`config.mk`:
```
export PLATFORM = sky130hd
export DESIGN_NAME = shift_sequencer_flat
export DESIGN_NICKNAME = d
export VERILOG_FILES = /design/src/rtl/shift_sequencer_if.sv /design/src/rtl/shift_sequencer.sv /design/src/flat_wrapper.sv
export SDC_FILE = /design/constraint.sdc
export NUM_CORES = 1
export LEC_CHECK = 0
export CAP_MARGIN = 20
export CORE_MARGIN = 3
export CORE_UTILIZATION = 46
export DETAILED_ROUTE_END_ITERATION = 8
export PLACE_DENSITY = 0.86
export SETUP_SLACK_MARGIN = 0.5
export SLEW_MARGIN = 15
export SYNTH_ARGS = -nofsm -noshare
export SYNTH_HDL_FRONTEND = slang
export SYNTH_SLANG_ARGS = --single-unit
```
`constraint.sdc`:
```
create_clock -name clk -period 2.3 [get_ports clk]
set_input_delay 0.46 -clock clk [delete_from_list [all_inputs] [get_ports clk]]
set_output_delay 0.46 -clock clk [all_outputs]
set_load 0.02 [all_outputs]
```
`src/rtl/shift_sequencer_if.sv`:
```
// rtl/shift_sequencer_if.sv - request/result bundle for shift_sequencer
//   start : request strobe, sampled only while the sequencer is idle
//   op    : 00 SLL, 01 SRL, 10 SRA, 11 illegal
//   a     : operand captured on an accepted start
//   b     : unsigned shift amount captured on an accepted start
//   busy  : request in progress
//   done  : one-cycle completion pulse, s/err valid with it
//   s     : result, held until the next accepted start
//   err   : illegal-op flag, held like s
interface shift_sequencer_if;
  logic        start;
  logic [1:0]  op;
  logic [31:0] a;
  logic [31:0] b;
  logic        busy;
  logic        done;
  logic [31:0] s;
  logic        err;

  modport master (output start, op, a, b, input busy, done, s, err);
  modport slave  (input start, op, a, b, output busy, done, s, err);
endinterface

```
`src/rtl/shift_sequencer.sv`:
```
// rtl/shift_sequencer.sv - bit-serial 32-bit shifter, one bit per clock
//   clk : system clock, all state updates on its rising edge
//   rst : synchronous active-high reset
//   bus : shift_sequencer_if.slave (start/op/a/b in, busy/done/s/err out)
module shift_sequencer (
  input  logic              clk,
  input  logic              rst,
  shift_sequencer_if.slave  bus
);

  typedef enum logic [1:0] {
    ST_IDLE  = 2'd0,
    ST_SHIFT = 2'd1,
    ST_DONE  = 2'd2
  } state_e;

  localparam logic [1:0] OP_SLL = 2'b00;
  localparam logic [1:0] OP_SRL = 2'b01;
  localparam logic [1:0] OP_ILL = 2'b11;

  state_e      state_q, state_d;
  logic [31:0] s_q, s_d;
  logic [4:0]  cnt_q, cnt_d;
  logic [1:0]  op_q, op_d;
  logic        err_q, err_d;

  // Any amount of 32 or more collapses to a single fill result.
  logic b_big;
  logic skip_shift;
  assign b_big      = |bus.b[31:5];
  assign skip_shift = (bus.op == OP_ILL) || b_big || (bus.b[4:0] == 5'd0);

  // State register
  always_ff @(posedge clk) begin
    if (rst) begin
      state_q <= ST_IDLE;
    end else begin
      state_q <= state_d;
    end
  end

  // Next-state logic
  always_comb begin
    state_d = state_q;
    case (state_q)
      ST_IDLE:  if (bus.start) state_d = skip_shift ? ST_DONE : ST_SHIFT;
      ST_SHIFT: if (cnt_q == 5'd1) state_d = ST_DONE;
      ST_DONE:  state_d = ST_IDLE;
      default:  state_d = ST_IDLE;
    endcase
  end

  // Outputs decode the registered state only, so start never reaches busy.
  always_comb begin
    bus.busy = (state_q != ST_IDLE);
    bus.done = (state_q == ST_DONE);
    bus.s    = s_q;
    bus.err  = err_q;
  end

  // Datapath: capture on accepted start, one bit per cycle in SHIFT
  always_comb begin
    s_d   = s_q;
    cnt_d = cnt_q;
    op_d  = op_q;
    err_d = err_q;
    case (state_q)
      ST_IDLE: begin
        if (bus.start) begin
          op_d  = bus.op;
          err_d = (bus.op == OP_ILL);
          if (bus.op == OP_ILL) begin
            s_d   = bus.a;
            cnt_d = 5'd0;
          end else if (b_big) begin
            s_d   = (bus.op == OP_SLL || bus.op == OP_SRL) ? 32'd0 : {32{bus.a[31]}};
            cnt_d = 5'd0;
          end else begin
            s_d   = bus.a;
            cnt_d = bus.b[4:0];
          end
        end
      end
      ST_SHIFT: begin
        cnt_d = cnt_q - 5'd1;
        case (op_q)
          OP_SLL:  s_d = {s_q[30:0], 1'b0};
          OP_SRL:  s_d = {1'b0, s_q[31:1]};
          default: s_d = {s_q[31], s_q[31:1]};
        endcase
      end
      default: ;
    endcase
  end

  always_ff @(posedge clk) begin
    if (rst) begin
      s_q   <= 32'd0;
      cnt_q <= 5'd0;
      op_q  <= 2'd0;
      err_q <= 1'b0;
    end else begin
      s_q   <= s_d;
      cnt_q <= cnt_d;
      op_q  <= op_d;
      err_q <= err_d;
    end
  end

endmodule
```
`src/flat_wrapper.sv`:
```
// flat-port wrapper written by rule: the top's interface ports become plain ports
module shift_sequencer_flat 
  (clk, rst, bus_start, bus_op, bus_a, bus_b, bus_busy, bus_done, bus_s, bus_err);
  shift_sequencer_if bus_i ();
  input  logic clk;
  input  logic rst;
  input wire logic [$bits(bus_i.start)-1:0] bus_start;
  input wire logic [$bits(bus_i.op)-1:0] bus_op;
  input wire logic [$bits(bus_i.a)-1:0] bus_a;
  input wire logic [$bits(bus_i.b)-1:0] bus_b;
  output wire logic [$bits(bus_i.busy)-1:0] bus_busy;
  output wire logic [$bits(bus_i.done)-1:0] bus_done;
  output wire logic [$bits(bus_i.s)-1:0] bus_s;
  output wire logic [$bits(bus_i.err)-1:0] bus_err;
  assign bus_i.start = bus_start;
  assign bus_i.op = bus_op;
  assign bus_i.a = bus_a;
  assign bus_i.b = bus_b;
  assign bus_busy = bus_i.busy;
  assign bus_done = bus_i.done;
  assign bus_s = bus_i.s;
  assign bus_err = bus_i.err;
  shift_sequencer u_core (.clk(clk), .rst(rst), .bus(bus_i));
endmodule
```
Word level (Yosys, flattened, before mapping). Cells that the tools add are included.

Memory bits (writable): 0. Bits of input ports: 69. Memories: 0. Word-level logic and storage cells: 44. Output and inout port bits: 35. Bits in latches: 0. Bits in registers: 42. Memory bits (read-only): 0.

Reduce and logical (&&, ||, !) cells: 14. Equal/unequal tests: 9. Div/mod/pow operators: 0. Muxes and demuxes: 14. Shift-type cells: 0. Bitwise logic cells: 0. Add/subtract/negate cells: 1. Order comparisons: 0. $mul: 0.

Operators by type and width (number): 32-bit 2-to-1 mux (4); 32-bit case mux with 2 select lines (2); 27-bit OR reduction (1); 5-bit 2-to-1 mux (3); 5-bit case mux with 2 select lines (1); 2-bit by 1-bit == test with 1-bit output (second input constant) (3); 2-bit logical NOT (3); 2-bit 2-to-1 mux (3); 2-bit AND reduction (3); 5-bit by 1-bit == test with 1-bit output (second input constant) (1); 5-bit logical NOT (1); 5-bit by 1-bit subtractor with 5-bit output (second input constant) (1); 2-bit == test (second input constant) (2); 2-bit case mux with 2 select lines (1); 2-bit nonzero test (2); 1-bit logical OR (3); 3-bit by 1-bit != test with 1-bit output (second input constant) (1); 3-bit AND reduction (1); 2-bit by 1-bit != test with 1-bit output (second input constant) (1); 2-bit != test (second input constant) (1).

Logic depth before layout (Yosys ltp).
Depth in word-level cells: 7. Depth in mapped cells: 7. Mapped depth without buffers: 6.

Least setup slack after synthesis. No wires, ideal clock.

Kind: in2reg. From: input port bus_b[9]. To: register u_core.cnt_q[2]. Buffers on the path: 0. Slack: 679 ps. Arrival time: 1541 ps. Stages: 5. Library setup time: 80 ps. Data required time: 2220 ps. Cells stage by stage: nor4_2 nand4_2 nor3b_4 nand3_2 a211oi_2.

Word-level cells in the longest chain between the ends: 5.

RTL lines: from (decl) (RTL line flat_wrapper.sv:10) `input wire logic [$bits(bus_i.b)-1:0] bus_b;`; 27-bit OR reduction (RTL line shift_sequencer.sv:30) `assign b_big = |bus.b[31:5];`; 5-bit 2-to-1 mux (RTL line shift_sequencer.sv:75) `end else if (b_big) begin`; 5-bit 2-to-1 mux (RTL line shift_sequencer.sv:72) `if (bus.op == OP_ILL) begin`; 5-bit 2-to-1 mux (RTL line shift_sequencer.sv:69) `if (bus.start) begin`; 5-bit case mux with 2 select lines (RTL line shift_sequencer.sv:67) `case (state_q)`; to (signal assigned) (RTL line shift_sequencer.sv:104) `cnt_q <= cnt_d;`; to (decl) (RTL line shift_sequencer.sv:23) `logic [4:0] cnt_q, cnt_d;`.

Every way passes these cells. The select of a mux whose other input is x is not followed. A chain may end at the register's enable or synchronous reset.

Final worst setup path.
From: register u_core.s_q[22] (netlist: u_core.bus.s[22]). To: output port bus_s[22].

RTL lines: from (decl) (RTL line shift_sequencer.sv:22) `logic [31:0] s_q, s_d;`; from (signal assigned) (RTL line shift_sequencer.sv:98) `s_q <= 32'd0;`; from (signal assigned) (RTL line shift_sequencer.sv:103) `s_q <= s_d;`; to (decl) (RTL line flat_wrapper.sv:13) `output wire logic [$bits(bus_i.s)-1:0] bus_s;`.

No word-level cell between the ends.

==> flow_metrics.py <==
metrics = {
    "grt": {
        "antenna_violations_before_repair": 0,
        "global_route.usage.met1_pct": 31.0,
        "grt_met3_use_pct": 4.20,
        "globalRoute.totalOverflow": 0,
        "grt_util_met2_pct": 46.5,
        "grt.total_usage_pct": 26.2,
        "grt_first_pass_wirelength_mm": 13.0,
        "globalRoute.busiestLayer": "met2",
        "grt_start_max_net_pins": 32,
        "vias_in_the_first_global_route": 2787,
    },
    "timing": {
        "post_route_setup_tns_ns": 0,
        "holdWs_ns": 0.562,
        "timing_max_transition_violations_final": 0,
        "max-slew-margin-rel_pct": 59.8,
        "final_hold_violations": 0,
        "fin_crit_sh_pct": 77.8,
        "setup_repair_after_global_routing_missed_its_margin": "no",
        "timing.clock.skew_ns": 0.00850,
        "period_needed_ns": 1.79,
        "timing.final.setup_violations": 0,
        "maxClockFrequency_mhz": 559,
        "timing_worst_slew_pin_value_ns": 0.603,
    },
    "flow_run": {
        "timing.max_cap.violations": 0,
    },
    "placement": {
        "port-buffer-count": 103,
        "post-dp-hpwl_mm": 5.21,
        "globalplace.congestion": 0.842,
    },
    "floorplanning": {
        "std_cell_rows": 25,
        "io_pins": 104,
        "initial_standard_cell_utilization_of_the_core_pct": 49.7,
        "fp.dieW_um": 79.1,
        "design.die.area_um2": 6250,
        "design.core.area_um2": 4940,
        "die_height_um": 79.1,
    },
    "routing": {
        "average_detailed_routed_wire_length_per_instance_um": 18.5,
        "drt_pass1_iterations": 7,
        "routed_via_density": 6.07,
        "dr_total_vias": 3102,
        "detailedRoute.firstIterationViolations": 306,
        "final_antenna_net_count": 0,
        "detailed_route_wl_mm": 9.44,
        "drc": 0,
    },
    "final_layout": {
        "utilization_pct": 82.3,
        "layout.nets": 514,
        "drive_gt1_share_pct": 20.3,
        "synthToLayoutAreaGrowth_pct": 65.6,
        "ant_diodes": 0,
    },
    "worst_setup_path": {
        "timing.critical_path.arrival_ns": 1.33,
        "critical_path_class": "reg -> out",
        "worst_path_dominant_cell_family": "buffers and inverters",
        "cpMaxStageDelayCell": "sky130_fd_sc_hd__clkdlybuf4s50_1",
        "cp_data_required_time_ns": 1.84,
        "critical_path_peak_fanout": 4,
        "critical_path.startpoint": "u_core.bus.s[22]",
        "worstSetupEndpointType": "primary output",
        "worstReg2RegStart": "u_core.op_q[1]",
        "critical-path-max-stage-delay_ns": 0.63,
        "worst-path-buf-inv": 1,
        "cp_cell_sequence": "clkdlybuf4s50_1",
        "start_kind": "flop",
    },
    "clocking": {
        "tritoncts_clock_tree": "built",
        "clk-insertion-delay-late_ns": 0.31,
        "numCtsBuffers": 5,
        "clk_transition_reported_paths_ns": 0.09,
        "cts_buffer_depth": 2,
        "clkSinkCount": 42,
        "ctsRootBufferMaster": "sky130_fd_sc_hd__clkbuf_8",
        "h-tree-depth": 2,
    },
    "synthesis": {
        "number_of_synthesized_flops_with_an_enable_pin": 0,
        "synthesis.instances": 337,
        "yosys_warnings": 0,
        "syn-num-nets": 408,
        "syn_avg_cell_area_um2": 7.28,
        "synth_ff_type": "sky130_fd_sc_hd__dfxtp_1",
        "synth.most_common_cell": "sky130_fd_sc_hd__nand2_1",
        "yosys.area.top_type": "sky130_fd_sc_hd__dfxtp_1",
        "synth.yosys.seq_area_share_pct": 34.3,
        "synth_async_sr_flop_share_pct": 0,
        "synth_commonest_cells": "96 x sky130_fd_sc_hd__nand2_1, 46 x sky130_fd_sc_hd__nor2_1, 42 x sky130_fd_sc_hd__dfxtp_1",
        "total_of_flip_flops_plus_latches_after_synthesis": 42,
        "yosys.area.top_type_share_pct": 34.3,
        "synth.cell_area_um2": 2450,
        "top_area_cells_in_the_synthesized_netlist": "sky130_fd_sc_hd__dfxtp_1 34%, sky130_fd_sc_hd__nand2_1 15%, sky130_fd_sc_hd__a311o_1 12%",
        "synth.distinct_cells": 40,
    },
    "worst_hold_path": {
        "hold_path.class": "reg -> reg",
        "timing.hold.worst.start": "u_core.cnt_q[1]",
    },
    "pwr": {
        "leakagePower_nw": 1.93,
        "power.density_cell_area_nw_per_um2": 509,
        "worst_voltage_drop_across_the_vdd_grid_mv": 0.400,
    },
    "outcome": {
        "outcome": "finished clean",
    },
}
-- metrics by stage --
stage,cells,power (W),setup WS (ns),instance area (um^2)
2_1_floorplan,337,0.00111,0.679,2450
3_3_place_gp,487,0.00137,0.106,3510
3_5_place_dp,487,0.00138,0.0383,3510
4_1_cts,506,0.00199,0.413,3830
5_1_grt,511,0.00213,0.458,4070
6_report,511,0.00207,0.510,4070
-- registers in the layout (all words and copies together), names as in the netlist --
name	count
u_core.op_q	2
u_core.bus.s	32
u_core.bus.err	1
u_core.cnt_q	5
u_core.state_q	2
-- cell usage in the layout, fill, tap and decap left out, types with 3 or more instances in the layout --
master                            instances
sky130_fd_sc_hd__clkdlybuf4s50_1         46
sky130_fd_sc_hd__nand2_1                 88
sky130_fd_sc_hd__a21oi_2                 13
sky130_fd_sc_hd__buf_16                   4
sky130_fd_sc_hd__clkdlybuf4s15_1          5
sky130_fd_sc_hd__buf_4                    6
sky130_fd_sc_hd__a21oi_1                 28
sky130_fd_sc_hd__clkbuf_8                 5
sky130_fd_sc_hd__nand2_2                  5
sky130_fd_sc_hd__nand2_4                  3
sky130_fd_sc_hd__dlygate4sd2_1            8
sky130_fd_sc_hd__nand3_1                  3
sky130_fd_sc_hd__clkbuf_2                12
sky130_fd_sc_hd__o21ai_0                  3
sky130_fd_sc_hd__nor4_2                   5
sky130_fd_sc_hd__buf_12                   6
sky130_fd_sc_hd__dfxtp_1                 40
sky130_fd_sc_hd__nor2_1                  43
sky130_fd_sc_hd__nor2b_1                  4
sky130_fd_sc_hd__buf_6                    6
sky130_fd_sc_hd__a311o_1                 30
sky130_fd_sc_hd__dlymetal6s2s_1          32
sky130_fd_sc_hd__inv_1                    4
sky130_fd_sc_hd__nor3_1                   3
-- logic make-up after synthesis --
| group | count (synthesis) | share of synthesized area, % |
|---|---|---|
| AND/OR/NAND/NOR | 173 | 31.6 |
| AO/OA/AOI/OAI | 85 | 24.8 |
| flip-flops | 42 | 34.3 |
| buffers and inverters | 32 | 7.03 |
| multiplexers | 3 | 1.27 |
| adder cells (fa/ha/maj) | 2 | 1.02 |
-- power by group --
part	internal (W)	switching, W	leakage, nW
Sequential	0.000775	0.0000542	0.347
Clock	0.000320	0.000288	0.0579
Combinational	0.000319	0.000312	1.53
-- cell type report --
type / count / area [um^2]
Multi-Input combinational cell: 263 / 1580
Timing Repair Buffer: 127 / 1430
Fill cell: 288 / 877
Sequential cell: 42 / 846
Tap cell: 67 / 83.8
Clock buffer: 5 / 68.8
Clock inverter: 3 / 40.0
Inverter: 4 / 15.0
-- timing repair --
item | in CTS | in global routing
pin swaps | 4 | 26
gates cloned | 4 | 2
setup endpoints to repair | 41 | 64
hold buffers | 0 | 0
resized for setup | 44 | 90
buffers inserted | 7 | 3
-- metal layers --
layer | vias up | wire length [um]
li1 | 1395 | -
met1 | 1491 | 3540
met2 | 181 | 4900
met3 | 35 | 700
met4 | 0 | 291
met5 | - | 0
-- path summary, 6_finish.rpt --
path | end | slack, ns | cells after the start
setup / recovery | bus_s[22] | 0.51 | 1
hold / removal | u_core.cnt_q[1] | 0.56 | 2
setup reg to reg | u_core.bus.s[11] | 0.56 | 4
hold reg to reg | u_core.cnt_q[1] | 0.56 | 2
Note: power is estimated with default switching activity, not from simulation.
==> RTL change: new RTL, config.mk and constraints unchanged <==
Reset style: asynchronous (`rst`), changed in 2 clocked blocks. Comments in the files are not updated.
--- a/src/rtl/shift_sequencer.sv
+++ b/src/rtl/shift_sequencer.sv
@@ -31,7 +31,7 @@
   assign skip_shift = (bus.op == OP_ILL) || b_big || (bus.b[4:0] == 5'd0);
 
   // State register
-  always_ff @(posedge clk) begin
+  always_ff @(posedge clk or posedge rst) begin
     if (rst) begin
       state_q <= ST_IDLE;
     end else begin
@@ -93,7 +93,7 @@
     endcase
   end
 
-  always_ff @(posedge clk) begin
+  always_ff @(posedge clk or posedge rst) begin
     if (rst) begin
       s_q   <= 32'd0;
       cnt_q <= 5'd0;
Behaviour: differs if rst is asserted again (counterexample within 4 cycles, from zero or initial values and one cycle with rst high); with rst held inactive, the same outputs for 10 cycles.
==> RTL change against the unedited design <==
  * Sequential cell count unchanged
  * Cell area fell by 3.4%
  * Synthesized cell count is 22% lower
  * Via count shrank 13%
  * Total power is 19% higher
  * Routed wire length down 11%
  * Synthesized area unchanged
  * Worst setup slack gained 0.016 ns
  * Worst hold slack lost 0.039 ns
  * Largest power group is now combinational logic
==> RTL change: results (changes against the unedited design) <==
status=finished, final reports clean; drt pass-1 iters=4 (-3); Power Internal=0.00160 W (+13%); post-synthesis mux area share=13.3% (+12 points); placed cell count=424 (-13%); Clock Latency Late Sink=0.29 ns (-0.02 ns); Synth Area in Compound Gates=23.3% (-1.5 points); Worst Setup SP=u_core.bus.s[22]$_DFFE_PP0P_; Synth warnings=0 (unchanged); first-pass GRT wire length=13100 um (+0.75%); DRT met1 WL=3090 um (-13%); syn_nets=334 (-18%); CTS Buffer Depth=2 (unchanged); multi-input logic area=0.00140 sq mm (-11%); routed len/inst=19.0 um (+3.1%); largest net degree at the start of global routing=43 (+34%); # fillers=342 (+19%); met2 WL=4330 um (-12%); placed cell area=0.00357 sq mm (+1.6%); Hold Path Depth=2 (unchanged); Vias/cell=6.07 (about the same); drt initial violations=220 (-28%); pre-CTS setup slack=0.0112 ns (-0.0271 ns); number of global-route vias before repair=2724 (-2.3%); # nets final=447 (-13%); Mean Syn Cell Area=9.33 sq um (+28%); sequential cell area fraction in the yosys report=42.8% (+8.6 points); initial antenna violation count=0 (unchanged); CTS clk-pin slew, worst paths=about 0.08 ns; leakage power=1.83 nW (-5.4%); critical path arrival=1.31 ns (-0.02 ns); Hold Startpoint=u_core.bus.err$_DFFE_PP0P_; met1 GRT Util=31.5% (+0.49 points); Final Skew=0.00524 ns (-0.00326 ns); main flop type after synthesis=dfrtp_1; Post-synth ARST share=100% (+100 points); fraction of layout cells with a size suffix above 1=28.7% (+8.5 points); GR Util met2=46.7% (+0.25 points); DP HPWL=5350 um (+2.8%); RePlAce Congestion=0.867 (+3.0%); Post-synth top cells=nand2_1, dfrtp_1, o22ai_1, mux2_2, a21oi_1; total CTS buffers=5 (unchanged); worst-path fanout max=4 (unchanged); R2R depth=5 (+1); met3 GRT Util=6.69% (+2.5 points); Max VDD drop=319 uV (-20%); met3 routed WL=752 um (+7.4%); synth unique cells=37 (-7.5%); register bit total from synthesis=42 (unchanged); Area contributors post-synth=dfrtp_1, mux2_2, o22ai_1, nand2_1, a21oi_1; Routed WL=8440 um (-11%); Worst Max-Slew Pin Slew=0.558 ns (-0.0454 ns); Total GRT Usage=26.8% (+0.58 points); r2r startpoint=u_core.state_q[1]$_DFFE_PP0P_
## RTL change: cell count changes after synthesis, moves of 14 or more
cell     unedited run  this run
dfxtp_1            42         0
dfrtp_1             0        42
a311o_1            30         0
o22ai_1             1        33
mux2_2              1        29
a21oi_1            41        27
nand2_1            96        47
nor2_1             46         9
## RTL change: path summary, 6_finish.rpt
kind	endpoint	slack, ns
setup reg to reg	u_core.bus.s[13]$_DFFE_PP0P_	0.56
setup / recovery	bus_s[22]	0.53
min in group asynchronous	u_core.bus.s[17]$_DFFE_PP0P_	0.60
max in group asynchronous	u_core.state_q[0]$_DFFE_PP0P_	1.30
hold / removal	u_core.bus.err$_DFFE_PP0P_	0.52
hold reg to reg	u_core.bus.err$_DFFE_PP0P_	0.52
## RTL change: area by class of cell
class	instances	area share, %
Multi-Input combinational cell	197	35.6
Sequential cell	42	26.8
Tap cell	67	2.14
Timing Repair Buffer	124	32.9
Inverter	6	0.574
Clock buffer	7	1.94
## RTL change: logic make-up after synthesis
logic type	after synthesis
adder cells (fa/ha/maj)	2
buffers and inverters	24
AO/OA/AOI/OAI	89
AND/OR/NAND/NOR	77
multiplexers	29
flip-flops	42
## RTL change: power groups by stage
stage               Sequential (W)  Clock [W]  Combinational, W
floorplan                  0.00108          0          0.000446
global route              0.000999   0.000485           0.00109
detailed placement        0.000994          0          0.000973
global placement          0.000985          0          0.000939
finish                    0.000985   0.000452           0.00102
CTS                       0.000979   0.000451           0.00101
## RTL change: what timing repair did
item / CTS / global route
hold endpoints to repair: 0 / 0
endpoints found under the setup margin: 41 / 53
gates cloned: 3 / 0
gates resized for setup: 75 / 58
setup buffers: 5 / 4
pin swaps: 28 / 13
